--- src/rtl/mul_share_arbiter_pkg.sv ---
// mul_arb_pkg: shared definitions for the multiplier-sharing arbiter.
//   - arb_state_e : 3-bit FSM state encoding
//   - *_DEF       : default parameter values (NREQ, WIDTH, TIMEOUT)
//   - to_cnt_width: width of the watchdog counter, clog2(TIMEOUT+1)
//   - rr_wrap     : modulo-n wrap used by the round-robin search
package mul_arb_pkg;

    localparam int NREQ_DEF     = 4;
    localparam int WIDTH_DEF    = 16;
    localparam int TIMEOUT_DEF  = 64;
    localparam int TO_CNT_W_DEF = $clog2(TIMEOUT_DEF + 1);

    typedef enum logic [2:0] {
        IDLE      = 3'd0,
        GRANT     = 3'd1,
        START     = 3'd2,
        WAIT_BUSY = 3'd3,
        WAIT_DONE = 3'd4,
        RESP      = 3'd5
    } arb_state_e;

    function automatic int to_cnt_width(input int timeout);
        return $clog2(timeout + 1);
    endfunction

    // Wraps a candidate position back into 0..n-1; v never exceeds 2n-1.
    function automatic int rr_wrap(input int v, input int n);
        return (v >= n) ? (v - n) : v;
    endfunction

endpackage

--- src/rtl/mul_share_arbiter_if.sv ---
// mul_share_arbiter_if: client and multiplier signals of the arbiter.
//   Client side : req, opA, opB (to arbiter); gnt, ack, res, busy, err (from arbiter)
//   Mult side   : mul_start, mul_a, mul_b (from arbiter); mul_done, mul_p (to arbiter)
// modport master : the arbiter's view.
// modport slave  : the environment's view (clients plus multiplier).
interface mul_share_arbiter_if
    import mul_arb_pkg::*;
#(
    parameter int NREQ  = NREQ_DEF,
    parameter int WIDTH = WIDTH_DEF
);
    logic [NREQ-1:0]       req;
    logic [NREQ*WIDTH-1:0] opA;
    logic [NREQ*WIDTH-1:0] opB;
    logic [NREQ-1:0]       gnt;
    logic [NREQ-1:0]       ack;
    logic [2*WIDTH-1:0]    res;
    logic                  busy;
    logic                  err;
    logic                  mul_start;
    logic [WIDTH-1:0]      mul_a;
    logic [WIDTH-1:0]      mul_b;
    logic                  mul_done;
    logic [2*WIDTH-1:0]    mul_p;

    modport master (
        input  req, opA, opB, mul_done, mul_p,
        output gnt, ack, res, busy, err, mul_start, mul_a, mul_b
    );

    modport slave (
        output req, opA, opB, mul_done, mul_p,
        input  gnt, ack, res, busy, err, mul_start, mul_a, mul_b
    );
endinterface

--- src/rtl/mul_share_arbiter_rr_picker.sv ---
// mul_rr_picker: combinational round-robin winner selection.
//   req    in  NREQ         request levels
//   last   in  clog2(NREQ)  most recently granted requester
//   onehot out NREQ         one-hot winner (zero when no request)
//   idx    out clog2(NREQ)  winner index
//   valid  out 1            at least one request present
module mul_rr_picker
    import mul_arb_pkg::*;
#(
    parameter int NREQ = NREQ_DEF
) (
    input  logic [NREQ-1:0]         req,
    input  logic [$clog2(NREQ)-1:0] last,
    output logic [NREQ-1:0]         onehot,
    output logic [$clog2(NREQ)-1:0] idx,
    output logic                    valid
);
    localparam int IW = $clog2(NREQ);

    logic hit_s;

    // Search last+1, last+2, ... (mod NREQ); the first set request wins.
    always_comb begin
        onehot = '0;
        idx    = '0;
        valid  = 1'b0;
        hit_s  = 1'b0;
        for (int k = 1; k <= NREQ; k++) begin
            for (int i = 0; i < NREQ; i++) begin
                hit_s     = !valid && req[i] && (i == rr_wrap(int'(last) + k, NREQ));
                onehot[i] = onehot[i] | hit_s;
                idx       = hit_s ? IW'(i) : idx;
                valid     = valid | hit_s;
            end
        end
    end

endmodule

--- src/rtl/mul_share_arbiter.sv ---
// mul_share_arbiter: shares one sequential multiplier among NREQ requesters.
//   clk  : rising-edge clock
//   rst  : asynchronous active-low reset
//   bus  : mul_share_arbiter_if.master (client req/opA/opB/gnt/ack/res/busy/err
//          and multiplier mul_start/mul_a/mul_b/mul_done/mul_p)
// Flow: IDLE -> GRANT -> START -> WAIT_BUSY -> WAIT_DONE -> RESP -> IDLE.
// Operands are latched at grant; the product is captured when the
// multiplier returns to idle and acked to the granted requester.
// Optional macro MUL_TIMEOUT_EN: watchdog aborting a transaction after
// TIMEOUT cycles with an err pulse and no ack.
module mul_share_arbiter
    import mul_arb_pkg::*;
#(
    parameter int NREQ    = NREQ_DEF,
    parameter int WIDTH   = WIDTH_DEF,
    parameter int TIMEOUT = TIMEOUT_DEF
) (
    input  logic                clk,
    input  logic                rst,
    mul_share_arbiter_if.master bus
);
    localparam int IW = $clog2(NREQ);

    if (NREQ < 2 || NREQ > 8 || TIMEOUT < 2) begin : g_cfg_check
        $error("mul_share_arbiter: NREQ must be 2..8 and TIMEOUT at least 2");
    end

    arb_state_e         state_r;
    arb_state_e         state_nx_s;
    logic [IW-1:0]      last_r;
    logic [NREQ-1:0]    gnt_r;
    logic [NREQ-1:0]    ack_r;
    logic [2*WIDTH-1:0] res_r;
    logic [WIDTH-1:0]   mul_a_r;
    logic [WIDTH-1:0]   mul_b_r;
    logic               busy_r;
    logic               start_r;
    logic               err_r;
    logic               timeout_s;

    logic [NREQ-1:0]    pick_onehot_s;
    logic [IW-1:0]      pick_idx_s;
    logic               pick_valid_s;
    logic [WIDTH-1:0]   win_a_s;
    logic [WIDTH-1:0]   win_b_s;

    mul_rr_picker #(.NREQ(NREQ)) u_picker (
        .req    (bus.req),
        .last   (last_r),
        .onehot (pick_onehot_s),
        .idx    (pick_idx_s),
        .valid  (pick_valid_s)
    );

    // Operand mux: AND-OR select of the winner's slices.
    always_comb begin
        win_a_s = '0;
        win_b_s = '0;
        for (int i = 0; i < NREQ; i++) begin
            win_a_s = win_a_s | (bus.opA[i*WIDTH +: WIDTH] & {WIDTH{pick_onehot_s[i]}});
            win_b_s = win_b_s | (bus.opB[i*WIDTH +: WIDTH] & {WIDTH{pick_onehot_s[i]}});
        end
    end

`ifdef MUL_TIMEOUT_EN
    localparam int TO_W = to_cnt_width(TIMEOUT);

    logic [TO_W-1:0] to_cnt_r;

    // The counter reads k-1 in the k-th cycle after START, so firing at
    // TIMEOUT-2 places the registered err pulse exactly TIMEOUT cycles
    // after the START cycle.
    assign timeout_s = ((state_r == WAIT_BUSY) || (state_r == WAIT_DONE)) &&
                       (to_cnt_r == TO_W'(TIMEOUT - 2));

    // Watchdog counter: cleared in START, counts in the wait states.
    always_ff @(posedge clk or negedge rst) begin
        if (!rst) begin
            to_cnt_r <= '0;
        end else if (state_r == START) begin
            to_cnt_r <= '0;
        end else if ((state_r == WAIT_BUSY) || (state_r == WAIT_DONE)) begin
            to_cnt_r <= to_cnt_r + TO_W'(1);
        end else begin
            to_cnt_r <= to_cnt_r;
        end
    end
`else
    assign timeout_s = 1'b0;
`endif

    // Next-state logic; a normal completion in WAIT_DONE wins over a
    // watchdog expiry in the same cycle.
    always_comb begin
        state_nx_s = state_r;
        case (state_r)
            IDLE: begin
                if ((|bus.req) && bus.mul_done) begin
                    state_nx_s = GRANT;
                end else begin
                    state_nx_s = IDLE;
                end
            end
            GRANT: begin
                // Requests withdrawn before the grant leave nothing to serve.
                if (pick_valid_s) begin
                    state_nx_s = START;
                end else begin
                    state_nx_s = IDLE;
                end
            end
            START: begin
                state_nx_s = WAIT_BUSY;
            end
            WAIT_BUSY: begin
                if (timeout_s) begin
                    state_nx_s = IDLE;
                end else if (!bus.mul_done) begin
                    state_nx_s = WAIT_DONE;
                end else begin
                    state_nx_s = WAIT_BUSY;
                end
            end
            WAIT_DONE: begin
                if (bus.mul_done) begin
                    state_nx_s = RESP;
                end else if (timeout_s) begin
                    state_nx_s = IDLE;
                end else begin
                    state_nx_s = WAIT_DONE;
                end
            end
            RESP: begin
                state_nx_s = IDLE;
            end
            default: begin
                state_nx_s = IDLE;
            end
        endcase
    end

    // State register plus state-decoded outputs, registered from the next
    // state so they line up with the state they describe.
    always_ff @(posedge clk or negedge rst) begin
        if (!rst) begin
            state_r <= IDLE;
            busy_r  <= 1'b0;
            start_r <= 1'b0;
            ack_r   <= '0;
            err_r   <= 1'b0;
        end else begin
            state_r <= state_nx_s;
            busy_r  <= (state_nx_s != IDLE);
            start_r <= (state_nx_s == START);
            ack_r   <= (state_nx_s == RESP) ? gnt_r : '0;
            err_r   <= timeout_s && (state_nx_s == IDLE);
        end
    end

    // Grant, operand latch and round-robin pointer; grant drops on any
    // return to IDLE (normal completion or watchdog abort).
    always_ff @(posedge clk or negedge rst) begin
        if (!rst) begin
            gnt_r   <= '0;
            mul_a_r <= '0;
            mul_b_r <= '0;
            last_r  <= IW'(NREQ - 1);
        end else if ((state_r == GRANT) && pick_valid_s) begin
            gnt_r   <= pick_onehot_s;
            mul_a_r <= win_a_s;
            mul_b_r <= win_b_s;
            last_r  <= pick_idx_s;
        end else if (state_nx_s == IDLE) begin
            gnt_r   <= '0;
        end else begin
            gnt_r   <= gnt_r;
        end
    end

    // Result capture on the cycle the multiplier reports done.
    always_ff @(posedge clk or negedge rst) begin
        if (!rst) begin
            res_r <= '0;
        end else if ((state_r == WAIT_DONE) && bus.mul_done) begin
            res_r <= bus.mul_p;
        end else begin
            res_r <= res_r;
        end
    end

    assign bus.gnt       = gnt_r;
    assign bus.ack       = ack_r;
    assign bus.res       = res_r;
    assign bus.busy      = busy_r;
    assign bus.err       = err_r;
    assign bus.mul_start = start_r;
    assign bus.mul_a     = mul_a_r;
    assign bus.mul_b     = mul_b_r;

endmodule
--- src/flat_wrapper.sv ---
// flat-port wrapper written by rule: the top's interface ports become plain ports
module mul_share_arbiter_flat import mul_arb_pkg::*;
#(
    parameter int NREQ    = NREQ_DEF,
    parameter int WIDTH   = WIDTH_DEF,
    parameter int TIMEOUT = TIMEOUT_DEF
)
  (clk, rst, bus_req, bus_opA, bus_opB, bus_mul_done, bus_mul_p, bus_gnt, bus_ack, bus_res, bus_busy, bus_err, bus_mul_start, bus_mul_a, bus_mul_b);
  mul_share_arbiter_if #(.NREQ(NREQ), .WIDTH(WIDTH)) bus_i ();
  input  logic clk;
  input  logic rst;
  input wire logic [$bits(bus_i.req)-1:0] bus_req;
  input wire logic [$bits(bus_i.opA)-1:0] bus_opA;
  input wire logic [$bits(bus_i.opB)-1:0] bus_opB;
  input wire logic [$bits(bus_i.mul_done)-1:0] bus_mul_done;
  input wire logic [$bits(bus_i.mul_p)-1:0] bus_mul_p;
  output wire logic [$bits(bus_i.gnt)-1:0] bus_gnt;
  output wire logic [$bits(bus_i.ack)-1:0] bus_ack;
  output wire logic [$bits(bus_i.res)-1:0] bus_res;
  output wire logic [$bits(bus_i.busy)-1:0] bus_busy;
  output wire logic [$bits(bus_i.err)-1:0] bus_err;
  output wire logic [$bits(bus_i.mul_start)-1:0] bus_mul_start;
  output wire logic [$bits(bus_i.mul_a)-1:0] bus_mul_a;
  output wire logic [$bits(bus_i.mul_b)-1:0] bus_mul_b;
  assign bus_i.req = bus_req;
  assign bus_i.opA = bus_opA;
  assign bus_i.opB = bus_opB;
  assign bus_i.mul_done = bus_mul_done;
  assign bus_i.mul_p = bus_mul_p;
  assign bus_gnt = bus_i.gnt;
  assign bus_ack = bus_i.ack;
  assign bus_res = bus_i.res;
  assign bus_busy = bus_i.busy;
  assign bus_err = bus_i.err;
  assign bus_mul_start = bus_i.mul_start;
  assign bus_mul_a = bus_i.mul_a;
  assign bus_mul_b = bus_i.mul_b;
  mul_share_arbiter #(.NREQ(NREQ), .WIDTH(WIDTH), .TIMEOUT(TIMEOUT)) u_core (.clk(clk), .rst(rst), .bus(bus_i));
endmodule
--- config.mk ---
export PLATFORM = sky130hd
export DESIGN_NAME = mul_share_arbiter_flat
export DESIGN_NICKNAME = d
export VERILOG_FILES = /design/src/rtl/mul_share_arbiter_pkg.sv /design/src/rtl/mul_share_arbiter_if.sv /design/src/rtl/mul_share_arbiter_rr_picker.sv /design/src/rtl/mul_share_arbiter.sv /design/src/flat_wrapper.sv
export SDC_FILE = /design/constraint.sdc
export NUM_CORES = 1
export LEC_CHECK = 0
export BUFFER_PORTS_ARGS = -buffer_cell sky130_fd_sc_hd__clkbuf_2
export CAP_MARGIN = 20
export CORE_ASPECT_RATIO = 0.9
export CORE_UTILIZATION = 30
export CTS_CLUSTER_SIZE = 20
export DETAILED_ROUTE_END_ITERATION = 8
export PLACE_DENSITY_LB_ADDON = 0.1
export SYNTH_ARGS = -nofsm -noshare
export SYNTH_HDL_FRONTEND = slang
export SYNTH_HIERARCHICAL = 1
export SYNTH_SLANG_ARGS = --single-unit
--- constraint.sdc ---
create_clock -name clk -period 2.1 [get_ports clk]
set_input_delay 0.42 -clock clk [delete_from_list [all_inputs] [get_ports clk]]
set_output_delay 0.42 -clock clk [all_outputs]
set_load 0.1 [all_outputs]
Yosys cells after proc, flatten, opt, wreduce, memory -nomap -nowiden

Cells that the tools add are included.

Register bits after elaboration: 79
Bits in latches: 0
Memory bits (writable): 0
ROM bits: 0
Bits of input ports: 167
Output and inout port bits: 75
Word-level logic and storage cells: 165
Memories: 0

$add $sub $neg: 8
$mul: 0
Divide/modulo/power cells: 0
Order comparisons: 4
Equality and inequality tests: 18
Shift-type cells: 0
Multiplexer cells: 27
Bitwise logic cells: 41
Reductions and logical operators: 58

Operator list:

| kind                                                                                 | number |
|---|---|
| 3-bit by 32-bit equality test with 1-bit output (first input constant)               | 8 |
| 16-bit AND                                                                           | 8 |
| 2-bit by 32-bit equality test with 1-bit output (first input constant)               | 4 |
| 32-bit zero test                                                                     | 4 |
| 32-bit two-way mux                                                                   | 4 |
| 16-bit bitwise OR                                                                    | 6 |
| 1-bit logical AND                                                                    | 34 |
| 32-bit by 4-bit subtractor with 32-bit output (second input constant)                | 1 |
| 2-bit two-way mux                                                                    | 15 |
| 1-bit bitwise OR                                                                     | 27 |
| 1-bit zero test                                                                      | 15 |
| 3-bit one-hot mux with 5 select lines                                                | 1 |
| 4-bit two-way mux                                                                    | 3 |
| 3-bit by 3-bit subtractor with 4-bit output (second input constant)                  | 3 |
| 3-bit by 2-bit equality test with 1-bit output (second input constant)               | 3 |
| 3-bit greater-or-equal comparator (second input constant)                            | 3 |
| 2-bit by 2-bit adder with 3-bit output (second input constant)                       | 2 |
| 3-bit equality test (second input constant)                                          | 2 |
| 3-bit zero test                                                                      | 2 |
| 2-bit by 3-bit adder with 4-bit output (second input constant)                       | 1 |
| 4-bit by 3-bit greater-or-equal comparator with 1-bit output (second input constant) | 1 |
| 4-bit OR reduction                                                                   | 1 |
| 2-bit by 1-bit adder with 3-bit output (second input constant)                       | 1 |
| 3-bit by 1-bit equality test with 1-bit output (second input constant)               | 1 |
| other kinds (4)                                                                      | 6 |

Depth between registers and ports, before layout

Gate-level depths: netlist of the first run.

Depth in word-level cells: 70
Gate-level depth with buffers: 9
Gate-level depth less buffers: 6

By module

The synthesis of the first run kept the hierarchy.

By module, submodules not included:

| module            | instances | cells each | area each (um2) | sequential area each (um2) |
|---|---|---|---|---|
| mul_share_arbiter | 1         | 306        | 3703.6          | 1979.4 |
| mul_rr_picker     | 1         | 27         | 163.9           | 0.0 |

Worst setup path before layout of the first run

Ideal clock, no wire load.

Path type: register to register
Start: register u_core.last_r[1]
End: register u_core.mul_b_r[10] (netlist: u_core/bus.mul_b[10])
Setup time: 0.137 ns
Arrival time: 1.740 ns
Data required time: 1.963 ns
Slack: 0.223 ns
Stages on the path, launching flop included: 9
Path buffers: 3
Period minus slack after synthesis: 1.877 ns
Cells stage by stage: dfstp_2 buf_4 a21oi_1 o221a_1 clkbuf_1 clkbuf_1 a22o_1 a221oi_1 a21oi_1

Elaborated cells on any way between the ends: 113
Those cells by class: add/sub: 8; order compare: 4; eq/ne: 12; mux: 4; bitwise: 34; reduce/logical: 51

RTL lines:

| what                                                                                             | line                              | text |
|---|---|---|
| start: declaration                                                                               | mul_share_arbiter.sv:30           | `logic [IW-1:0] last_r;` |
| start signal: assignment                                                                         | mul_share_arbiter.sv:167          | `last_r <= IW'(NREQ - 1);` |
| start signal: assignment                                                                         | mul_share_arbiter.sv:172          | `last_r <= pick_idx_s;` |
| 2-bit by 1-bit adder with 3-bit output                                                           | mul_share_arbiter_rr_picker.sv:30 | `hit_s = !valid && req[i] && (i == rr_wrap(int'(last) + k, NREQ));` |
| 3-bit by 3-bit subtractor with 4-bit output or 3-bit greater-or-equal comparator (tied branches) | mul_share_arbiter_pkg.sv:28       | `return (v >= n) ? (v - n) : v;` |
| 32-bit two-way mux                                                                               | mul_share_arbiter_pkg.sv:28       |  |
| 32-bit zero test                                                                                 | mul_share_arbiter_rr_picker.sv:30 |  |
| 1-bit logical AND                                                                                | mul_share_arbiter_rr_picker.sv:30 |  |
| 1-bit zero test                                                                                  | mul_share_arbiter_rr_picker.sv:30 |  |
| 1-bit logical AND (2 in series)                                                                  | mul_share_arbiter_rr_picker.sv:30 |  |
| 1-bit bitwise OR                                                                                 | mul_share_arbiter_rr_picker.sv:33 | `valid = valid \| hit_s;` |
| (+45 left out)                                                                                   | n/a                               |  |
| 1-bit logical AND (2 in series)                                                                  | mul_share_arbiter_rr_picker.sv:30 |  |
| 1-bit bitwise OR                                                                                 | mul_share_arbiter_rr_picker.sv:33 |  |
| 1-bit zero test                                                                                  | mul_share_arbiter_rr_picker.sv:30 |  |
| 1-bit logical AND (2 in series)                                                                  | mul_share_arbiter_rr_picker.sv:30 |  |
| 1-bit bitwise OR (*)                                                                             | mul_share_arbiter_rr_picker.sv:31 | `onehot[i] = onehot[i] \| hit_s;` |
| via u_core.pick_onehot_s[2]                                                                      | mul_share_arbiter.sv:41           | `logic [NREQ-1:0] pick_onehot_s;` |
| 16-bit AND (*)                                                                                   | mul_share_arbiter.sv:61           | `win_b_s = win_b_s \| (bus.opB[i*WIDTH +: WIDTH] & {WIDTH{pick_onehot_s[i]}});` |
| 16-bit bitwise OR (*) (2 in series)                                                              | mul_share_arbiter.sv:61           |  |
| end signal: assignment                                                                           | mul_share_arbiter.sv:171          | `mul_b_r <= win_b_s;` |
| end: declaration                                                                                 | mul_share_arbiter.sv:35           | `logic [WIDTH-1:0] mul_b_r;` |

The timed path passes the listed nets; every way through them passes the cells marked *.
A chain may end at the register's enable or synchronous reset.

Worst setup path in the final report of the first run

Start: register u_core.last_r[1]
End: register u_core.mul_a_r[10] (netlist: u_core/bus.mul_a[10])

Elaborated cells on any way between the ends: 113
Those cells by class: add/sub: 8; order compare: 4; eq/ne: 12; mux: 4; bitwise: 34; reduce/logical: 51

RTL lines:

| what                                                                                             | line                              | text |
|---|---|---|
| 2-bit by 1-bit adder with 3-bit output                                                           | mul_share_arbiter_rr_picker.sv:30 |  |
| 3-bit by 3-bit subtractor with 4-bit output or 3-bit greater-or-equal comparator (tied branches) | mul_share_arbiter_pkg.sv:28       |  |
| 32-bit two-way mux                                                                               | mul_share_arbiter_pkg.sv:28       |  |
| 32-bit zero test                                                                                 | mul_share_arbiter_rr_picker.sv:30 |  |
| 1-bit logical AND                                                                                | mul_share_arbiter_rr_picker.sv:30 |  |
| 1-bit zero test                                                                                  | mul_share_arbiter_rr_picker.sv:30 |  |
| 1-bit logical AND (2 in series)                                                                  | mul_share_arbiter_rr_picker.sv:30 |  |
| 1-bit bitwise OR                                                                                 | mul_share_arbiter_rr_picker.sv:33 |  |
| (+37 left out)                                                                                   | n/a                               |  |
| 1-bit logical AND (2 in series)                                                                  | mul_share_arbiter_rr_picker.sv:30 |  |
| 1-bit bitwise OR                                                                                 | mul_share_arbiter_rr_picker.sv:33 |  |
| 1-bit zero test                                                                                  | mul_share_arbiter_rr_picker.sv:30 |  |
| 1-bit logical AND (2 in series)                                                                  | mul_share_arbiter_rr_picker.sv:30 |  |
| 1-bit bitwise OR (*)                                                                             | mul_share_arbiter_rr_picker.sv:31 |  |
| via u_core.pick_onehot_s[0]                                                                      | mul_share_arbiter.sv:41           |  |
| 16-bit AND (*)                                                                                   | mul_share_arbiter.sv:60           | `win_a_s = win_a_s \| (bus.opA[i*WIDTH +: WIDTH] & {WIDTH{pick_onehot_s[i]}});` |
| 16-bit bitwise OR (*) (3 in series)                                                              | mul_share_arbiter.sv:60           |  |
| end signal: assignment                                                                           | mul_share_arbiter.sv:170          | `mul_a_r <= win_a_s;` |
| end: declaration                                                                                 | mul_share_arbiter.sv:34           | `logic [WIDTH-1:0] mul_a_r;` |

Marked as above.

==> impl_metrics.tcl, run 1 <==
set metrics [dict create \
    r2r-end "u_core/bus.mul_a[10]$_DFFE_PN0N_" \
    holdCritPathClass "in -> async" \
    synth_cell_types 38 \
    min_period_over_period 0.9607 \
    worstSetupEndpointType "flip-flop" \
    setup_violations 0 \
    max_slew_margin 0.5708 \
    place_congestion 0.8161 \
    ant_nets 0 \
    outcome "finished, final reports clean" \
    ys_top_cells_by_count "dfrtp_1, a21oi_1, nor2_1, a221oi_1, a22o_1" \
    synth_enable_flop_cells 0 \
    fp-row-count 38 \
    initialDrtViolationCount 145 \
    port-buffer-count 240 \
    post-place-ws_ps -216.0 \
    worst_slew_pin_slew_ps 641.3 \
    nets 744 \
    dpl_cell_area_um2 5333 \
    critPathLaunch "u_core/last_r[1]$_DFFE_PN1N_" \
    drt-total-wl_um 12120 \
    max_freq_mhz 495.7 \
    initial_utilization 0.3141 \
    drv_slew 0 \
    place_hpwl_um 9083 \
    worst-path-max-fanout 29 \
    crit_required_ps 2350 \
    syn2layout_area_growth_pct 48.75 \
    hold_slack_ps 51.10 \
    multiInputGateArea_um2 1750 \
    yosys_warnings 6 \
    nFillCells 1213 \
    grt_pass1_wl_um 18480 \
    numCtsBuffers 9 \
    dp_cells 722 \
    diodes 0 \
    ys_async_sr_fraction 1.000 \
    reg2reg_slack_ps 80 \
    drv_cap 0 \
    die_height_um 109.7 \
    vias_per_cell 4.919 \
    ys_seq_elements 79 \
    hold_violations 0 \
    seqCellArea_um2 1979 \
    synth_cells 333 \
    synth_area_leaders "dfrtp_1, mux2_4, a221oi_1, a22o_1, a21oi_1" \
    drc 0 \
    synth_top_area_frac 0.4982 \
    setup_slack_ps 82.59 \
    core-area_um2 12310 \
    ctsRootBufferMaster "clkbuf_16" \
    vias 3650 \
    avgSynthCellArea_um2 11.61 \
    yosys.area.top_type "dfrtp_1" \
    grt_max_degree 45 \
    htree_levels 3 \
    clockBufferDepth 2 \
    cts_tree "yes" \
    gr-total-overflow 0 \
    rr_startpoint "u_core/last_r[1]$_DFFE_PN1N_" \
    synth_flop_cell "dfrtp_1" \
    path_class "reg -> reg" \
    ctsHoldBuffers 0 \
    reg2reg_depth 7 \
    grt_usage 0.1823 \
    drive_gt1_frac 0.5619 \
    fin_skew_ps 4.089 \
    start_kind "flip-flop" \
    fin_area_um2 5753 \
    rsz0062_at_grt "yes" \
    antenna_found_initial 0 \
    synthesis.nets 500 \
    synth_most_common_cell "dfrtp_1" \
    clk_pin_slew_ps 60 \
    die-area_um2 13350 \
    clkSinkCount 79 \
    first_pass_iters 6 \
    cp-endpoint "u_core/bus.mul_a[10]$_DFFE_PN0N_" \
    clk_latency_ps 330 \
    ios 242 \
    period_needed_ps 2017 \
    syn_area_um2 3867 \
    dieWidth_um 121.7 \
    grt_pass1_vias 3584 \
    wl_per_cell_um 16.34 \
    instances_no_fill 742 \
    worstPathArrival_ps 2270 \
    synth_seq_area_share 0.5118 \
]
## worst max-delay path, stage by stage, from the launching register on
cell,delay (ps)
dfstp_2,540
buf_4,180
inv_2,70
a21oi_1,170
o221a_4,500
buf_4,220
a221oi_1,80
a21oi_1,180
## state kept, by name, indices dropped and copies added, names as in the netlist
signal,count
u_core/bus.res,32
u_core/bus.mul_a,16
u_core/bus.mul_b,16
u_core/bus.ack,4
u_core/bus.gnt,4
u_core/state_r,3
u_core/last_r,2
u_core/bus.busy,1
u_core/bus.mul_start,1
## worst min-delay path by stage
stage	from	end	slack [ps]	depth (start not counted)
floorplan	rst	u_core/bus.ack[0]$_DFF_PN0_	120	0
global placement	rst	u_core/bus.res[16]$_DFFE_PN0P_	430	1
detailed placement	rst	u_core/bus.res[18]$_DFFE_PN0P_	430	1
CTS	rst	u_core/bus.res[18]$_DFFE_PN0P_	60	1
global route	rst	u_core/bus.res[18]$_DFFE_PN0P_	80	1
finish	rst	u_core/bus.res[18]$_DFFE_PN0P_	50	1
## layout by cell type, fill, tap and decap left out, types with 2 or more instances in the layout
| cell type | Yosys | layout |
|---|---|---|
| inv_1 | 3 | 3 |
| and2_1 | 4 | 4 |
| mux2_4 | 26 | 26 |
| bufinv_16 | 0 | 2 |
| o21ai_4 | 0 | 2 |
| o22ai_1 | 2 | 2 |
| mux2_2 | 8 | 8 |
| dfrtp_1 | 77 | 77 |
| o21ai_0 | 7 | 6 |
| buf_12 | 4 | 8 |
| nand3b_1 | 2 | 2 |
| clkinvlp_4 | 0 | 2 |
| a22oi_1 | 4 | 4 |
| buf_4 | 3 | 14 |
| nand2_1 | 3 | 3 |
| a22o_1 | 32 | 32 |
| clkbuf_2 | 0 | 239 |
| dfstp_2 | 2 | 2 |
| a21oi_1 | 40 | 39 |
| a221oi_1 | 32 | 32 |
| nand2b_2 | 2 | 2 |
| nand3_1 | 4 | 4 |
| nor2_1 | 38 | 38 |
| clkbuf_16 | 0 | 9 |
## stage by stage
step           setup TNS (ps)    util
6_report                    0  0.4672
3_5_place_dp            -4082  0.4330
2_1_floorplan               0       -
5_1_grt                -63.52  0.4672
4_1_cts                     0  0.4672
3_3_place_gp           -11940  0.4318
## final cells by class
class	instances	area share
clock buffers	10	0.04154
flip-flops and latches	79	0.3441
repair buffers	262	0.2566
inverters	4	0.002610
clock inverters	6	0.01609
well taps	160	0.03480
multi-input cells	221	0.3043
## layer usage
| metal | global-route usage | routed length (um) | up-vias |
|---|---|---|---|
| met4 | 0.04674 | 76 | 0 |
| li1 | - | - | 1756 |
| met1 | 0.2242 | 5281 | 1722 |
| met2 | 0.3149 | 5903 | 160 |
| met5 | 0 | 0 | - |
| met3 | 0.04979 | 861 | 12 |
## cell families after synthesis
logic type             count (synthesis)  share of synthesized area
multiplexers                          34                     0.1242
other                                  1                  0.0009696
AND/OR/NAND/NOR                       61                    0.07506
AO/OA/AOI/OAI                        124                     0.2333
buffers and inverters                 34                    0.05467
flip-flops                            79                     0.5118
## timing repair
item	in CTS	in global routing
gates cloned	1	0
endpoints found under the hold margin	0	0
endpoints found under the setup margin	32	9
resized for setup	3	0
pin swaps	2	4
setup buffers	3	0
Power of run 1 is not shown: default switching activity piles up to over one toggle a cycle in this logic, so the estimate is an artifact.
==> inputs of run 2 (changes only) <==
- PLACE_DENSITY_LB_ADDON: 0.1 -> unset
==> impl_metrics.tcl, run 2 (synthesis results as in run 1) <==
set metrics [dict create \
    outcome "finished, final reports clean" \
    ios 242 \
    drc 0 \
    clk_pin_slew_ps 60 \
    drive_gt1_frac 0.5712 \
    fin_util 0.4640 \
    path_class "reg -> reg" \
    wl_per_cell_um 15.62 \
    post-place-ws_ps -69.70 \
    holdCritPathClass "in -> reg" \
    clockBufferDepth 2 \
    initialDrtViolationCount 184 \
    worst-path-max-fanout 29 \
    core-area_um2 12310 \
    crit_required_ps 2300 \
    vias 3660 \
    place_hpwl_um 9025 \
    first_pass_iters 4 \
    dpl_cell_area_um2 5348 \
    antenna_found_initial 0 \
    largest_register_ff_count 32 \
    vias_per_cell 4.926 \
    htree_levels 3 \
    rsz0062_at_grt "no" \
    ctsRootBufferMaster "clkbuf_16" \
    setup_violations 0 \
    numCtsBuffers 9 \
    setup_slack_ps 98.81 \
    fin_area_um2 5714 \
    gr-total-overflow 0 \
    nets 745 \
    grt_usage 0.1732 \
    drt-total-wl_um 11600 \
    drv_cap 0 \
    diodes 0 \
    start_kind "flip-flop" \
    dieWidth_um 121.7 \
    ant_nets 0 \
    port-buffer-count 240 \
    worst_slew_pin_slew_ps 580.5 \
    drv_slew 0 \
    hold_slack_ps 317.9 \
    die_height_um 109.7 \
    multiInputGateArea_um2 1760 \
    cts_tree "yes" \
    final_common_cell "clkbuf_2" \
    grt_max_degree 43 \
    max_freq_mhz 499.7 \
    initial_utilization 0.3141 \
    worstPathArrival_ps 2200 \
    clk_latency_ps 330 \
    max_slew_margin 0.6147 \
    place_congestion 0.8200 \
    period_needed_ps 2001 \
    fp-row-count 38 \
    mostFrequentLayoutCells "clkbuf_2, dfrtp_1, a21oi_1" \
    worstSetupEndpointType "flip-flop" \
    min_period_over_period 0.9529 \
    grt_pass1_vias 3598 \
    die-area_um2 13350 \
    syn2layout_area_growth_pct 47.75 \
    fin_skew_ps 6.027 \
    nFillCells 1142 \
    clkSinkCount 79 \
    seqCellArea_um2 1979 \
    reg2reg_slack_ps 100 \
    hold_violations 0 \
    grt_pass1_wl_um 17820 \
]
==> run 2: per-layer routing <==
metal  global-route usage  vias to the layer above  part of all wire
met3              0.04564                       11             0.073
met1               0.2185                     1722              0.44
met4              0.05644                        0             0.016
met2               0.2881                      177              0.47
li1                     -                     1750                 -
met5                    0                        -                 0
==> run 2: repair_timing <==
action | in CTS | in global routing
gates resized for setup | 1 | 7
hold buffers | 1 | 0
hold endpoints to repair | 13 | 0
setup endpoints to repair | 12 | 21
pin swaps | 0 | 1
buffers inserted | 0 | 1
==> run 2: worst paths after layout <==
kind,from,to,cells past startpoint
max,u_core/last_r[1]$_DFFE_PN1N_,u_core/bus.mul_a[5]$_DFFE_PN0N_,7
min in group asynchronous,rst,u_core/bus.res[24]$_DFFE_PN0P_,2
min reg2reg,u_core/bus.res[7]$_DFFE_PN0P_,u_core/bus.res[7]$_DFFE_PN0P_,1
max in group asynchronous,rst,u_core/bus.mul_b[2]$_DFFE_PN0N_,3
min,bus_mul_p[24],u_core/bus.res[24]$_DFFE_PN0P_,2
max reg2reg,u_core/last_r[1]$_DFFE_PN1N_,u_core/bus.mul_a[5]$_DFFE_PN0N_,7
==> run 2: critical path, cell delays in order (launching register included) <==
cell      delay [ps]
dfstp_2          530
buf_4            170
a21oi_1           80
o221a_2          320
buf_12           180
a22o_1           210
a221oi_1         250
a21oi_1          110
==> run 2: layout make-up <==
type                       instances  area share
tap                              160     0.03503
clock buffer                      10     0.04182
sequential                        79      0.3464
timing repair buffer             264      0.2571
inverter                           4    0.002628
multi-input combinational        220      0.3081
clock inverter                     6    0.008977
==> run 2: through the flow <==
step           std cells  TNS (ps)
2_1_floorplan        333         0
3_3_place_gp         724     -6638
3_5_place_dp         725    -318.1
4_1_cts              742         0
5_1_grt              743         0
6_report             743         0
Power of run 2 is left out for the same reason.
